File: config.mk
export PLATFORM = sky130hd
export DESIGN_NAME = qdiv_seq
export DESIGN_NICKNAME = d
export VERILOG_FILES = /design/src/rtl/qdiv_pkg.sv /design/src/rtl/qdiv_step.sv /design/src/rtl/qdiv_seq.sv
export SDC_FILE = /design/constraint.sdc
export NUM_CORES = 1
export LEC_CHECK = 0
export ABC_AREA = 1
export ABC_CLOCK_PERIOD_IN_PS = 2430
export BUFFER_PORTS_ARGS = -buffer_cell sky130_fd_sc_hd__buf_2
export CAP_MARGIN = 20
export CORE_MARGIN = 2
export CORE_UTILIZATION = 30
export CTS_BUF_LIST = sky130_fd_sc_hd__clkbuf_4
export DETAILED_ROUTE_END_ITERATION = 10
export PLACE_DENSITY_LB_ADDON = 0.12
export SLEW_MARGIN = 0
export SYNTH_ARGS = -nofsm -noshare
export SYNTH_HDL_FRONTEND = slang
export SYNTH_SLANG_ARGS = --single-unit
File: constraint.sdc
create_clock -name clk -period 2.43 [get_ports clk]
set_input_delay 0.1215 -clock clk [delete_from_list [all_inputs] [get_ports clk]]
set_output_delay 0.1215 -clock clk [all_outputs]
set_load 0.005 [all_outputs]
File: src/rtl/qdiv_pkg.sv
// Shared types and sizing helpers for the sequential sign-magnitude divider.
package qdiv_pkg;

  typedef enum logic [1:0] {
    IDLE = 2'd0,
    DIV  = 2'd1,
    DONE = 2'd2
  } qdiv_state_t;

  localparam int QDIV_N_DEF = 32;
  localparam int QDIV_Q_DEF = 15;

  // One quotient bit per integer-magnitude bit plus one per fractional bit.
  function automatic int qdiv_iter(input int n, input int q);
    return n - 1 + q;
  endfunction

  localparam int QDIV_ITER_DEF = qdiv_iter(QDIV_N_DEF, QDIV_Q_DEF);
  localparam int QDIV_CNT_W    = $clog2(QDIV_ITER_DEF + 1);

endpackage

File: src/rtl/qdiv_step.sv
// One radix-2 restoring division step: shift in the next numerator bit, subtract if it fits.
module qdiv_step #(
  parameter int N = 32
) (
  input  logic [N-1:0] rem,
  input  logic         bit_in,
  input  logic [N-2:0] den,
  output logic [N-1:0] rem_next,
  output logic         qbit
);

  logic [N:0]   shifted_s;
  logic [N-1:0] diff_s;

  // Partial remainder update and quotient bit decision.
  always_comb begin
    shifted_s = {rem, bit_in};
    diff_s    = shifted_s[N-1:0] - {1'b0, den};
    if (shifted_s >= {2'b00, den}) begin
      qbit     = 1'b1;
      rem_next = diff_s;
    end else begin
      qbit     = 1'b0;
      rem_next = shifted_s[N-1:0];
    end
  end

endmodule

File: src/rtl/qdiv_seq.sv
// Sequential sign-magnitude fixed-point divider, one quotient bit per clock.
// Optional QDIV_ROUND_EN: one extra guard quotient bit, magnitude rounded half-up.
module qdiv_seq
  import qdiv_pkg::*;
#(
  parameter int Q = 15,
  parameter int N = 32
) (
  input  logic         clk,
  input  logic         rst,
  input  logic         i_start,
  input  logic [N-1:0] i_dividend,
  input  logic [N-1:0] i_divisor,
  output logic         o_busy,
  output logic         o_done,
  output logic [N-1:0] o_result,
  output logic         o_ovr,
  output logic         o_dbz
);

  localparam int ITER = qdiv_iter(N, Q);
`ifdef QDIV_ROUND_EN
  localparam int NIT = ITER + 1;
`else
  localparam int NIT = ITER;
`endif
  localparam int CW = $clog2(ITER + 1);
  localparam logic [CW-1:0] CNT_LOAD = CW'(NIT - 1);
  localparam logic [CW-1:0] CNT_ONE  = {{(CW-1){1'b0}}, 1'b1};

  qdiv_state_t    state_r;
  logic           sign_r;
  logic           dbz_r;
  logic [NIT-1:0] num_r;
  logic [NIT-1:0] quot_r;
  logic [N-2:0]   den_r;
  logic [N-1:0]   rem_r;
  logic [CW-1:0]  cnt_r;

  logic [N-1:0]   rem_nx_s;
  logic           qbit_s;
  logic [N-2:0]   mag_s;
  logic           ovr_s;
`ifdef QDIV_ROUND_EN
  logic [N-1:0]   rnd_s;
`endif

  qdiv_step #(.N(N)) u_step (
    .rem      (rem_r),
    .bit_in   (num_r[NIT-1]),
    .den      (den_r),
    .rem_next (rem_nx_s),
    .qbit     (qbit_s)
  );

  // Final magnitude: saturate when the quotient needs more than N-1 integer+fraction bits.
  always_comb begin
    mag_s = {(N-1){1'b0}};
    ovr_s = 1'b0;
`ifdef QDIV_ROUND_EN
    rnd_s = {1'b0, quot_r[N-1:1]} + {{(N-1){1'b0}}, quot_r[0]};
    if ((|quot_r[NIT-1:N]) || rnd_s[N-1]) begin
      ovr_s = 1'b1;
      mag_s = {(N-1){1'b1}};
    end else begin
      mag_s = rnd_s[N-2:0];
    end
`else
    if (|quot_r[NIT-1:N-1]) begin
      ovr_s = 1'b1;
      mag_s = {(N-1){1'b1}};
    end else begin
      mag_s = quot_r[N-2:0];
    end
`endif
  end

  // Control FSM, datapath registers and registered outputs.
  always_ff @(posedge clk or negedge rst) begin
    if (!rst) begin
      state_r  <= IDLE;
      sign_r   <= 1'b0;
      dbz_r    <= 1'b0;
      num_r    <= {NIT{1'b0}};
      quot_r   <= {NIT{1'b0}};
      den_r    <= {(N-1){1'b0}};
      rem_r    <= {N{1'b0}};
      cnt_r    <= {CW{1'b0}};
      o_busy   <= 1'b0;
      o_done   <= 1'b0;
      o_result <= {N{1'b0}};
      o_ovr    <= 1'b0;
      o_dbz    <= 1'b0;
    end else begin
      o_done <= 1'b0;
      case (state_r)
        IDLE: begin
          if (i_start) begin
            sign_r <= i_dividend[N-1] ^ i_divisor[N-1];
            num_r  <= {i_dividend[N-2:0], {(NIT-N+1){1'b0}}};
            den_r  <= i_divisor[N-2:0];
            rem_r  <= {N{1'b0}};
            quot_r <= {NIT{1'b0}};
            cnt_r  <= CNT_LOAD;
            o_busy <= 1'b1;
            if (i_divisor[N-2:0] == {(N-1){1'b0}}) begin
              dbz_r   <= 1'b1;
              state_r <= DONE;
            end else begin
              dbz_r   <= 1'b0;
              state_r <= DIV;
            end
          end else begin
            state_r <= IDLE;
          end
        end
        DIV: begin
          rem_r  <= rem_nx_s;
          quot_r <= {quot_r[NIT-2:0], qbit_s};
          num_r  <= {num_r[NIT-2:0], 1'b0};
          if (cnt_r == {CW{1'b0}}) begin
            state_r <= DONE;
          end else begin
            cnt_r <= cnt_r - CNT_ONE;
          end
        end
        DONE: begin
          o_done   <= 1'b1;
          o_busy   <= 1'b0;
          o_dbz    <= dbz_r;
          o_ovr    <= dbz_r | ovr_s;
          o_result <= {sign_r, (dbz_r ? {(N-1){1'b1}} : mag_s)};
          state_r  <= IDLE;
        end
        default: begin
          o_busy  <= 1'b0;
          state_r <= IDLE;
        end
      endcase
    end
  end

endmodule

**Word level (Yosys, flattened, before mapping)**

Cells that the tools add are included.

- Bits in registers: 201
- Bits of input ports: 67
- Word-level logic and storage cells: 55

- Equal/unequal tests: 5
- Muxes and demuxes: 22
- $lt $le $gt $ge: 1
- Add/subtract/negate cells: 2
- Bitwise logic cells: 3
- Reductions and logical operators: 9

Operators with widths:

| cell | number |
|---|---|
| one-hot mux 46 bit (2 select lines) | 2 |
| 2-to-1 mux 46 bit | 2 |
| 2-to-1 mux 32 bit | 2 |
| one-hot mux 32 bit (2 select lines) | 1 |
| 2-to-1 mux 31 bit | 2 |
| greater-or-equal comparator 33 x 31 -> 1 bit | 1 |
| subtractor 32 x 31 -> 32 bit | 1 |
| zero test 31 bit | 1 |
| OR reduction 15 bit | 1 |
| 2-to-1 mux 6 bit | 2 |
| one-hot mux 6 bit (2 select lines) | 1 |
| zero test 6 bit | 1 |
| 2-to-1 mux 2 bit | 3 |
| inequality test 2 bit (second input constant) | 3 |
| AND reduction 2 bit | 3 |
| subtractor 6 x 1 -> 6 bit (second input constant) | 1 |
| 2-to-1 mux 1 bit | 5 |
| one-hot mux 2 bit (2 select lines) | 1 |
| AND reduction 3 bit | 1 |
| == test 2 x 1 -> 1 bit (second input constant) | 1 |
| == test 2 bit (second input constant) | 1 |
| zero test 2 bit | 1 |
| one-hot mux 1 bit (2 select lines) | 1 |
| nonzero test 2 bit | 1 |
| other kinds (3) | 3 |

**Depth between registers and ports, before layout**

Gate-level depths: netlist of the first run.

- Word-level depth: 4
- Depth in mapped cells: 16
- Mapped depth without buffers: 16

**Hierarchy**

Synthesis of the first run repeated with hierarchy kept, for this count alone.

- Cells, all modules: 1,408
- Area, all modules: 10,487.6 µm²

Modules (own cells, without submodules):

| module | cells each | times used | area an instance (µm²) |
|---|---|---|---|
| qdiv_seq | 763 | 1 | 7,374.6 |
| qdiv_step | 645 | 1 | 3,113.0 |

**Worst setup path before layout of the first run**

OpenSTA, ideal clock, no wires.

- Kind: reg2reg
- From: register den_r[0]
- To: register rem_r[30]
- Arrival: 1.844 ns
- Stages on the path, launching flop included: 15
- Path buffers: 0
- Data required time: 2.314 ns
- Library setup time: 0.116 ns
- Setup slack: 0.469 ns
- Period minus slack after synthesis: 1.961 ns
- Cells stage by stage: dfrtp_1 ha_1 fa_1 inv_1 nand3_1 nand3_1 nand2_1 nand2_1 nand2_1 nand2_1 nand2_1 nand3_1 nand3_2 nand2_1 nand2_1

- Cells in the longest elaborated chain, start to end: 3

Ends and longest elaborated chain:

| element | line | source |
|---|---|---|
| start: declaration | qdiv_seq.sv:36 | `logic [N-2:0] den_r;` |
| start signal: assignment | qdiv_seq.sv:86 | `den_r <= {(N-1){1'b0}};` |
| start signal: assignment | qdiv_seq.sv:101 | `den_r <= i_divisor[N-2:0];` |
| subtractor 32 x 31 -> 32 bit / greater-or-equal comparator 33 x 31 -> 1 bit (equally long branches) | qdiv_step.sv:18, qdiv_step.sv:19 |  |
| 2-to-1 mux 32 bit * | qdiv_step.sv:19 | `if (shifted_s >= {2'b00, den}) begin` |
| one-hot mux 32 bit (2 select lines) * | qdiv_seq.sv:96 | `case (state_r)` |
| end signal: assignment | qdiv_seq.sv:87 | `rem_r <= {N{1'b0}};` |
| end signal: assignment | qdiv_seq.sv:102 | `rem_r <= {N{1'b0}};` |
| end signal: assignment | qdiv_seq.sv:118 | `rem_r <= rem_nx_s;` |
| end: declaration | qdiv_seq.sv:37 | `logic [N-1:0] rem_r;` |

Every way passes the cells marked *; elsewhere a longest branch is shown, timed or not.
A chain may end at the register's enable or synchronous reset.

**Final worst setup path of the first run**

- From: register rem_r[21]
- To: register rem_r[4]

- Cells in the longest elaborated chain, start to end: 3

Ends and longest elaborated chain:

| element | line |
|---|---|
| greater-or-equal comparator 33 x 31 -> 1 bit | qdiv_step.sv:19 |
| 2-to-1 mux 32 bit | qdiv_step.sv:19 |
| one-hot mux 32 bit (2 select lines) | qdiv_seq.sv:96 |

Every way passes these cells.

==> flow_summary.yaml, run 1 <==
floorplanning:
  die_height_um: 190
  placementRows: 68
  dieArea_sq_um: 36100
  io_pins: 103
  fp.coreArea_sq_um: 34300
  die_x_um: 190
  start_util: 0.302
worst_setup_path:
  regToRegStartpoint: "rem_r[21]$_DFFE_PN0P_"
  crit_type: "flip-flop to flip-flop"
  start_kind: "flip-flop"
  end_kind: "flip-flop"
  r2r_setup_slack_ns: 0.17
  critPathRequiredTime_ns: 2.91
  reg2reg_depth: 12
  crit_arrival_ns: 2.74
  critPathMaxFanout: 14
  rr_endpoint: "rem_r[4]$_DFFE_PN0P_"
synth:
  yosysUniqueCellTypes: 41
  synth-simple-area-share: 0.269
  async_reset_ff_frac: 1.00
  synth_edf_count: 0
  yosys.area_share.adder: 0.0418
  synth_xor_area_frac: 0.0127
  synth_top_family_by_area: "simple AND/OR/NAND/NOR gates"
  netlist_instances: 1395
  postSynthAreaPerCell_sq_um: 7.43
  ys_seq_area_frac: 0.449
  muxShareOfSynthArea: 0
  ys_ff_latch: 186
  syn-num-nets: 1496
  synth.cell_area_sq_um: 10400
  yosysWarnings: 0
  synth-compound-area-share: 0.120
  synth-main-ff-cell: "dfrtp_1"
pwr:
  vdd_drop_max_uv: 740
  p_leak_uw: 0.00636
  power_density_nw_per_um2: 1560
  total_power_uw: 19500
timing:
  drv_slew: 0
  worst_pin_slew_ns: 0.786
  setup-violations-final: 0
  max_freq_mhz: 443
  relSlewSlack: 0.476
  final_hold_viol_count: 0
  clock_skew_ns: 0.0514
  min_period_ns: 2.26
  rsz0062_at_grt: "false"
  post-route-period-util: 0.929
hold_path:
  hold_path_end: "o_busy$_DFFE_PN0P_"
  whs_path_depth: 5
  hp-class: "input port to flip-flop"
  worstHoldStart: "i_start"
clocking:
  numCtsBuffers: 17
  post_cts_buffers: 0
  cts_max_path_buffers: 2
  clock-sinks: 186
  cts_max_level: 4
  cts_tree: "yes"
  clk_latency_ns: 0.61
  clock-root-buffer: "clkbuf_4"
  clk_pin_slew_worst_paths_ns: 0.16
placement:
  globalplace.congestion: 0.909
  dp.cells: 1926
  place.detailed.hpwl_um: 22300
  io_buffers: 102
routing:
  drc: 0
  wirelength_um: 31200
  final_antenna_net_count: 0
  drtIter0Drc: 577
  via_count: 9270
  wire_per_inst_um: 15.4
  via_per_inst: 4.58
  drt-pass1-iter-count: 6
run_status:
  status: "complete, no violations"
cells_and_area:
  fin_util: 0.364
  drive_gt1_frac: 0.128
  layoutNonFillerInstCount: 2025
  mostFrequentLayoutCells: "nand2_1 (445), inv_1 (224), dfrtp_1 (186)"
  syn_to_final_growth_pct: 20.4
  final_common_cell: "nand2_1"
  design.final.nets: 1657
job:
  cap_viol_max_count: 0
global_route:
  grt-ovfl-total: 0
  grt_max_degree: 86
  grt_pass1_vias: 9238
  gr-usage-all-layers: 0.179
  grt_pass1_wl_um: 50700
  antenna_found_initial: 2
synthesized netlist by cell type (2+ instances only):
master	instances	area share
nand3_2	6	0.0058
o21bai_1	3	0.0022
o22ai_1	46	0.028
clkbuf_1	34	0.012
nor2_1	71	0.026
inv_1	225	0.081
buf_4	4	0.0029
buf_6	2	0.0022
o21ai_0	89	0.043
nand4_1	15	0.0091
inv_2	2	0.00072
a21oi_1	50	0.024
buf_2	9	0.0043
clkinv_1	2	0.00072
ha_1	33	0.040
nand3b_1	11	0.0080
nor3_1	5	0.0024
o21ai_1	11	0.0053
xnor2_1	13	0.011
nor2_2	8	0.0048
o211ai_1	14	0.010
xor2_1	2	0.0017
o21a_1	3	0.0022
nand2_2	5	0.0030
nand3_1	74	0.036
dfrtp_1	186	0.45
nand2_1	447	0.16
buf_1	2	0.00072
nor4_1	7	0.0042
and2_1	5	0.0030
worst max-delay path, cell delays in order (launching register included):
cell,delay [ns]
dfrtp_1,0.44
ha_1,0.38
nand2_1,0.10
nand2_1,0.14
nand2_1,0.10
nand3_1,0.09
inv_1,0.13
a21oi_4,0.09
nor2_8,0.18
buf_4,0.26
nand3_1,0.09
nand3_1,0.09
o21ai_1,0.06
final cells by class:
class,instances,area (sq um)
clock inverter,13,165
multi-input combinational,928,4660
antenna,1,2.50
clock buffer,19,143
tap,455,569
sequential,186,4650
fill,3661,21800
inverter,229,860
timing repair buffer,194,1430
worst max-delay path by stage:
stage	from	slack (ns)	to
2_1_floorplan	den_r[0]$_DFFE_PN0P_	0.47	rem_r[30]$_DFFE_PN0P_
3_3_place_gp	den_r[0]$_DFFE_PN0P_	-0.03	rem_r[30]$_DFFE_PN0P_
3_5_place_dp	den_r[0]$_DFFE_PN0P_	0.02	rem_r[30]$_DFFE_PN0P_
4_1_cts	den_r[0]$_DFFE_PN0P_	0.03	rem_r[30]$_DFFE_PN0P_
5_1_grt	rem_r[26]$_DFFE_PN0P_	0.003	rem_r[1]$_DFFE_PN0P_
6_report	rem_r[21]$_DFFE_PN0P_	0.17	rem_r[4]$_DFFE_PN0P_
routing by layer:
layer  share of wire  vias up  global-route usage  wire length, um
li1                -     4734                   -                -
met1            0.50     4355               0.260            15500
met2            0.45      161               0.284            14100
met3           0.040       18              0.0260             1240
met4           0.010        2              0.0361              315
met5         0.00035        -                   0               11
logic make-up (layout without fill, tap and decap cells):
logic type	after synthesis	count (layout)
DFF	186	186
buffers and inverters	281	455
AOI/OAI and AO/OA	221	221
adders and majority gates	34	34
and+or+nand+nor	658	658
xor gates and xnor gates	15	15
other	0	1
what timing repair did:
action / in CTS / in global routing
setup endpoints to repair: 0 / 32
gates resized for setup: 0 / 14
hold buffers: 66 / 0
endpoints found under the hold margin: 252 / 0
state kept, by name (all words and copies together) (netlist names):
name and flops:
state_r 2, o_ovr 1, num_r 31, rem_r 32, o_dbz 1, o_result 32, quot_r 46, cnt_r 6
sign_r 1, o_done 1, o_busy 1, dbz_r 1, den_r 31
report_power, final:
part	leakage [uW]	switching [uW]	internal, uW
logic	0.00387	8100	4390
clock network	0.000163	1190	748
registers	0.00233	631	4470
total	0.00636	9920	9610
stage by stage:
step	worst slack (ns)	hold WS [ns]	setup TNS, ns	area [sq um]
finish	0.172	0.0556	0	12500
global route	0.00281	0.0604	0	12500
CTS	0.0280	0.0112	0	12400
detailed placement	0.0158	-0.000513	0	11500
global placement	-0.0325	0.00146	-0.0325	11500
floorplan	0.469	-0.174	0	10400
(Power assumes the default switching activity.)
==> inputs of run 2 (changes only) <==
Settings changed: ABC_CLOCK_PERIOD_IN_PS 2430 to 2500.
Clock period 2.43 ns to 2.5 ns, I/O delays scaled along.
==> flow_summary.yaml, run 2 (synthesized netlist as in run 1, its figures left out) <==
global_route:
  grt-ovfl-total: 0
  antenna_found_initial: 1
  grt_pass1_wl_um: 49800
  gr-usage-all-layers: 0.175
  grt_max_degree: 85
  grt_pass1_vias: 9249
clocking:
  clock-sinks: 186
  cts_max_path_buffers: 2
  cts_tree: "yes"
  numCtsBuffers: 17
  cts_max_level: 4
  clk_latency_ns: 0.63
  clk_pin_slew_worst_paths_ns: 0.17
  clock-root-buffer: "clkbuf_4"
pwr:
  vdd_drop_max_uv: 614
  power_density_nw_per_um2: 1500
  clockPowerShare: 0.095
  p_seq_frac: 0.267
  p_leak_uw: 0.00634
  combPwrFrac: 0.638
  p_sw_uw: 9590
  internal-power_uw: 9030
  p_sw_frac: 0.515
cells_and_area:
  design.final.nets: 1655
  regMostFlops: "quot_r"
  top_regs: "quot_r (46), o_result (32), rem_r (32)"
  largest_reg_flops: 46
  fill_cells: 3646
  regArea_sq_um: 4650
  fin_util: 0.362
  mostFrequentLayoutCells: "nand2_1 (445), inv_1 (224), dfrtp_1 (186)"
  multi_input_area_sq_um: 4650
  final_common_cell: "nand2_1"
  layoutNonFillerInstCount: 2023
  drive_gt1_frac: 0.123
  syn_to_final_growth_pct: 19.8
routing:
  wire_per_inst_um: 15.1
  via_per_inst: 4.62
  drtIter0Drc: 490
  wirelength_um: 30600
  drt-pass1-iter-count: 5
  via_count: 9347
  final_antenna_net_count: 0
  drc: 0
timing:
  post-route-period-util: 0.927
  min_period_ns: 2.32
  worst_pin_slew_ns: 0.662
  final_hold_viol_count: 0
  setup-violations-final: 0
  drv_slew: 0
  max_freq_mhz: 431
  fin_ws_ns: 0.182
  clock_skew_ns: 0.0324
  relSlewSlack: 0.558
worst_setup_path:
  end_kind: "flip-flop"
  start_kind: "flip-flop"
  crit_arrival_ns: 2.86
  crit_type: "flip-flop to flip-flop"
  critPathRequiredTime_ns: 3.04
  critPathMaxFanout: 5
run_status:
  status: "complete, no violations"
placement:
  dp.cells: 1923
  globalplace.congestion: 0.898
  place.detailed.hpwl_um: 21900
  pre_cts_slack_ns: 0.0519
  io_buffers: 102
floorplanning:
  placementRows: 68
  die_x_um: 190
  io_pins: 103
  dieArea_sq_um: 36100
  die_height_um: 190
  start_util: 0.302
  fp.coreArea_sq_um: 34300
hold_path:
  hp-class: "input port to asynchronous set/reset pin"
job:
  cap_viol_max_count: 0
run 2: power by group through the flow:
stage	clock network [uW]	registers [uW]	logic, uW
finish	1770	4960	11900
global route	1980	5120	13600
CTS	1860	4970	11900
detailed placement	0	5030	11800
global placement	0	5020	11700
floorplan	0	4920	8600
run 2: per-stage QoR:
step	setup TNS [ns]	power [uW]	hold slack (ns)	cell area (sq um)
after floorplan	0	13500	-0.171	10400
after global placement	0	16800	0.187	11400
after detailed placement	0	16800	0.183	11400
after CTS	0	18700	0.0279	12400
after global routing	-0.0000113	20700	0.0593	12400
final	0	18600	0.0381	12400
run 2: repair_timing:
item,in CTS,in global routing
endpoints found under the hold margin,154,0
resized for setup,0,7
buffers inserted,0,0
hold buffers,66,0
endpoints found under the setup margin,0,23
run 2: area by class of cell:
| type | count | area share |
|---|---|---|
| inverter | 229 | 0.0692 |
| clock buffer | 18 | 0.0109 |
| tap | 455 | 0.0458 |
| antenna | 1 | 0.000201 |
| clock inverter | 14 | 0.0124 |
| sequential | 186 | 0.375 |
| multi-input combinational | 929 | 0.374 |
| timing repair buffer | 191 | 0.113 |
run 2: final timing paths:
| kind | from | endpoint | slack (ns) | depth (start not counted) |
|---|---|---|---|---|
| max | den_r[0]$_DFFE_PN0P_ | rem_r[30]$_DFFE_PN0P_ | 0.18 | 14 |
| min | rst | den_r[9]$_DFFE_PN0P_ | 0.04 | 2 |
| max reg2reg | den_r[0]$_DFFE_PN0P_ | rem_r[30]$_DFFE_PN0P_ | 0.18 | 14 |
| min reg2reg | o_ovr$_DFFE_PN0P_ | o_ovr$_DFFE_PN0P_ | 0.50 | 2 |
| max in group asynchronous | rst | o_result[29]$_DFFE_PN0P_ | 1.61 | 3 |
| min in group clk | i_divisor[9] | den_r[9]$_DFFE_PN0P_ | 0.25 | 4 |
run 2: layer usage:
| metal | vias up | share of wire | global-route usage |
|---|---|---|---|
| met5 | - | 0 | 0 |
| met3 | 23 | 0.031 | 0.0304 |
| met2 | 144 | 0.45 | 0.273 |
| met1 | 4442 | 0.51 | 0.252 |
| met4 | 0 | 0.012 | 0.0385 |
| li1 | 4738 | - | - |
run 2: worst max-delay path, cell delays in order (launching register included):
cell and delay (ns):
dfrtp_1 0.41, ha_1 0.24, fa_1 0.42, inv_1 0.10, nand3_1 0.08, nand3_2 0.16, nand2_1 0.08, nand2_2 0.12
nand2_1 0.07, nand2_1 0.12, nand2_1 0.11, nand3_1 0.11, nand3_2 0.08, nand2_1 0.09, nand2_1 0.05
==> inputs of run 3 (changes only) <==
Settings changed: CORE_UTILIZATION 30 to 62.
==> flow_summary.yaml, run 3 (synthesized netlist as in run 1, its figures left out) <==
timing:
  drv_slew: 0
  final_hold_viol_count: 0
  relSlewSlack: 0.371
  clock_skew_ns: 0.0266
  rsz0062_at_grt: "false"
  worst_pin_slew_ns: 0.935
  max_freq_mhz: 433
  min_period_ns: 2.31
  setup-tns-final_ns: 0
  post-route-period-util: 0.923
  setup-violations-final: 0
clocking:
  clk_pin_slew_worst_paths_ns: 0.17
  numCtsBuffers: 17
  cts_max_path_buffers: 2
  cts_max_level: 4
  clock-root-buffer: "clkbuf_4"
  clk_latency_ns: 0.57
  cts_tree: "yes"
  clock-sinks: 186
floorplanning:
  dieArea_sq_um: 17800
  io_pins: 103
  die_x_um: 133
  placementRows: 47
  die_height_um: 133
  fp.coreArea_sq_um: 16500
  start_util: 0.630
cells_and_area:
  layoutNonFillerInstCount: 1781
  largest_reg_flops: 46
  mostFrequentLayoutCells: "nand2_1 (446), inv_1 (224), dfrtp_1 (186)"
  top_regs: "quot_r (46), o_result (32), rem_r (32)"
  drive_gt1_frac: 0.119
  regMostFlops: "quot_r"
  design.final.nets: 1648
  final_common_cell: "nand2_1"
  syn_to_final_growth_pct: 16.4
placement:
  io_buffers: 102
  place.detailed.hpwl_um: 18900
  dp.cells: 1682
  globalplace.congestion: 0.947
worst_setup_path:
  worst-path-stages: 16
  critPathCapture: "rem_r[27]$_DFFE_PN0P_"
  crit_type: "flip-flop to flip-flop"
  slowest_stage: "dfrtp_1"
  critPathMaxFanout: 14
  start_kind: "flip-flop"
  regToRegStartpoint: "rem_r[6]$_DFFE_PN0P_"
  slowest_delay_ns: 0.42
  rr_endpoint: "rem_r[27]$_DFFE_PN0P_"
  cp_common_cell: "nand2_1"
  crit_arrival_ns: 2.78
  end_kind: "flip-flop"
  startpoint: "rem_r[6]$_DFFE_PN0P_"
  crit_chain: "ha_1, nand2_1, inv_1, nand2_1, nand2_1, inv_2, nand3_2, nand2_2, nand2_2, nand2_4, buf_4, nand3_1, nand2_1, inv_1, nand2_1, nand2_1"
  critPathTopFamily: "simple AND/OR/NAND/NOR gates"
  r2r_setup_slack_ns: 0.19
  critPathRequiredTime_ns: 2.97
  reg2reg_depth: 16
  path_buf_inv: 4
routing:
  drc: 0
  via_per_inst: 5.43
  wire_per_inst_um: 15.6
  via_count: 9670
  final_antenna_net_count: 0
  drt-pass1-iter-count: 7
  drtIter0Drc: 699
  wirelength_um: 27800
hold_path:
  hp-class: "input port to asynchronous set/reset pin"
global_route:
  grt-ovfl-total: 0
  gr-usage-all-layers: 0.323
  grt_pass1_wl_um: 46000
  antenna_found_initial: 2
  grt_max_degree: 93
  grt_pass1_vias: 9397
job:
  cap_viol_max_count: 0
pwr:
  power_density_nw_per_um2: 1530
  vdd_drop_max_uv: 822
  p_leak_uw: 0.00631
run_status:
  status: "complete, no violations"
==> run 3: changes by cell type in the layout (fill, tap and decap cells not counted), sizes merged <==
cell / before / now
buf: 124 / 118
clkinv: 4 / 9
dlygate4sd3: 66 / 65
clkinvlp: 2 / 0
inv: 236 / 233
==> run 3: layout make-up <==
cell class                      count  area [sq um]
Clock inverter                     14           160
Clock buffer                       18           135
Inverter                          229           860
Sequential cell                   186          4650
Multi-Input combinational cell    929          4650
Antenna cell                        1          2.50
Tap cell                          220           275
Fill cell                        1324          4390
Timing Repair Buffer              184          1340
==> run 3: how the worst min path moves through the flow <==
| stage | cells after the start | slack, ns | start | end |
|---|---|---|---|---|
| after floorplan | 0 | -0.17 | rst | cnt_r[0]$_DFFE_PN0P_ |
| after global placement | 1 | 0.25 | rst | rem_r[31]$_DFFE_PN0P_ |
| after global routing | 6 | 0.17 | i_start | rem_r[28]$_DFFE_PN0P_ |
| after CTS | 6 | 0.10 | i_start | rem_r[13]$_DFFE_PN0P_ |
| final | 2 | 0.14 | rst | rem_r[31]$_DFFE_PN0P_ |
| after detailed placement | 1 | 0.26 | rst | rem_r[31]$_DFFE_PN0P_ |
==> run 3: timing repair <==
| item | CTS | global route |
|---|---|---|
| resized for setup | 1 | 4 |
| endpoints found under the hold margin | 152 | 0 |
| pin swaps | 0 | 1 |
| hold buffers | 65 | 0 |
| buffers inserted | 0 | 0 |
| cloned | 0 | 1 |
| endpoints found under the setup margin | 1 | 10 |
==> run 3: per-layer routing <==
layer  global-route usage  routed length (um)
met1                0.449               12300
met3               0.0605                1820
met4               0.0898                 641
met2                0.523               13100
met5                    0                   0
==> run 3: per-stage QoR <==
stage,total power [uW],hold slack [ns],setup slack (ns),utilization,area (sq um)
after floorplan,13500,-0.171,0.539,-,10400
after global placement,16100,0.253,0.135,0.674,11100
after detailed placement,16400,0.255,0.0383,0.674,11100
after CTS,18200,0.104,0.129,0.731,12000
after global routing,20300,0.166,0.0154,0.733,12100
final,18400,0.142,0.191,0.733,12100
==> run 3: where the power goes <==
part | switching [uW] | internal, uW
Clock | 1120 | 549
Sequential | 652 | 4350
Combinational | 7680 | 4080
Total | 9450 | 8980
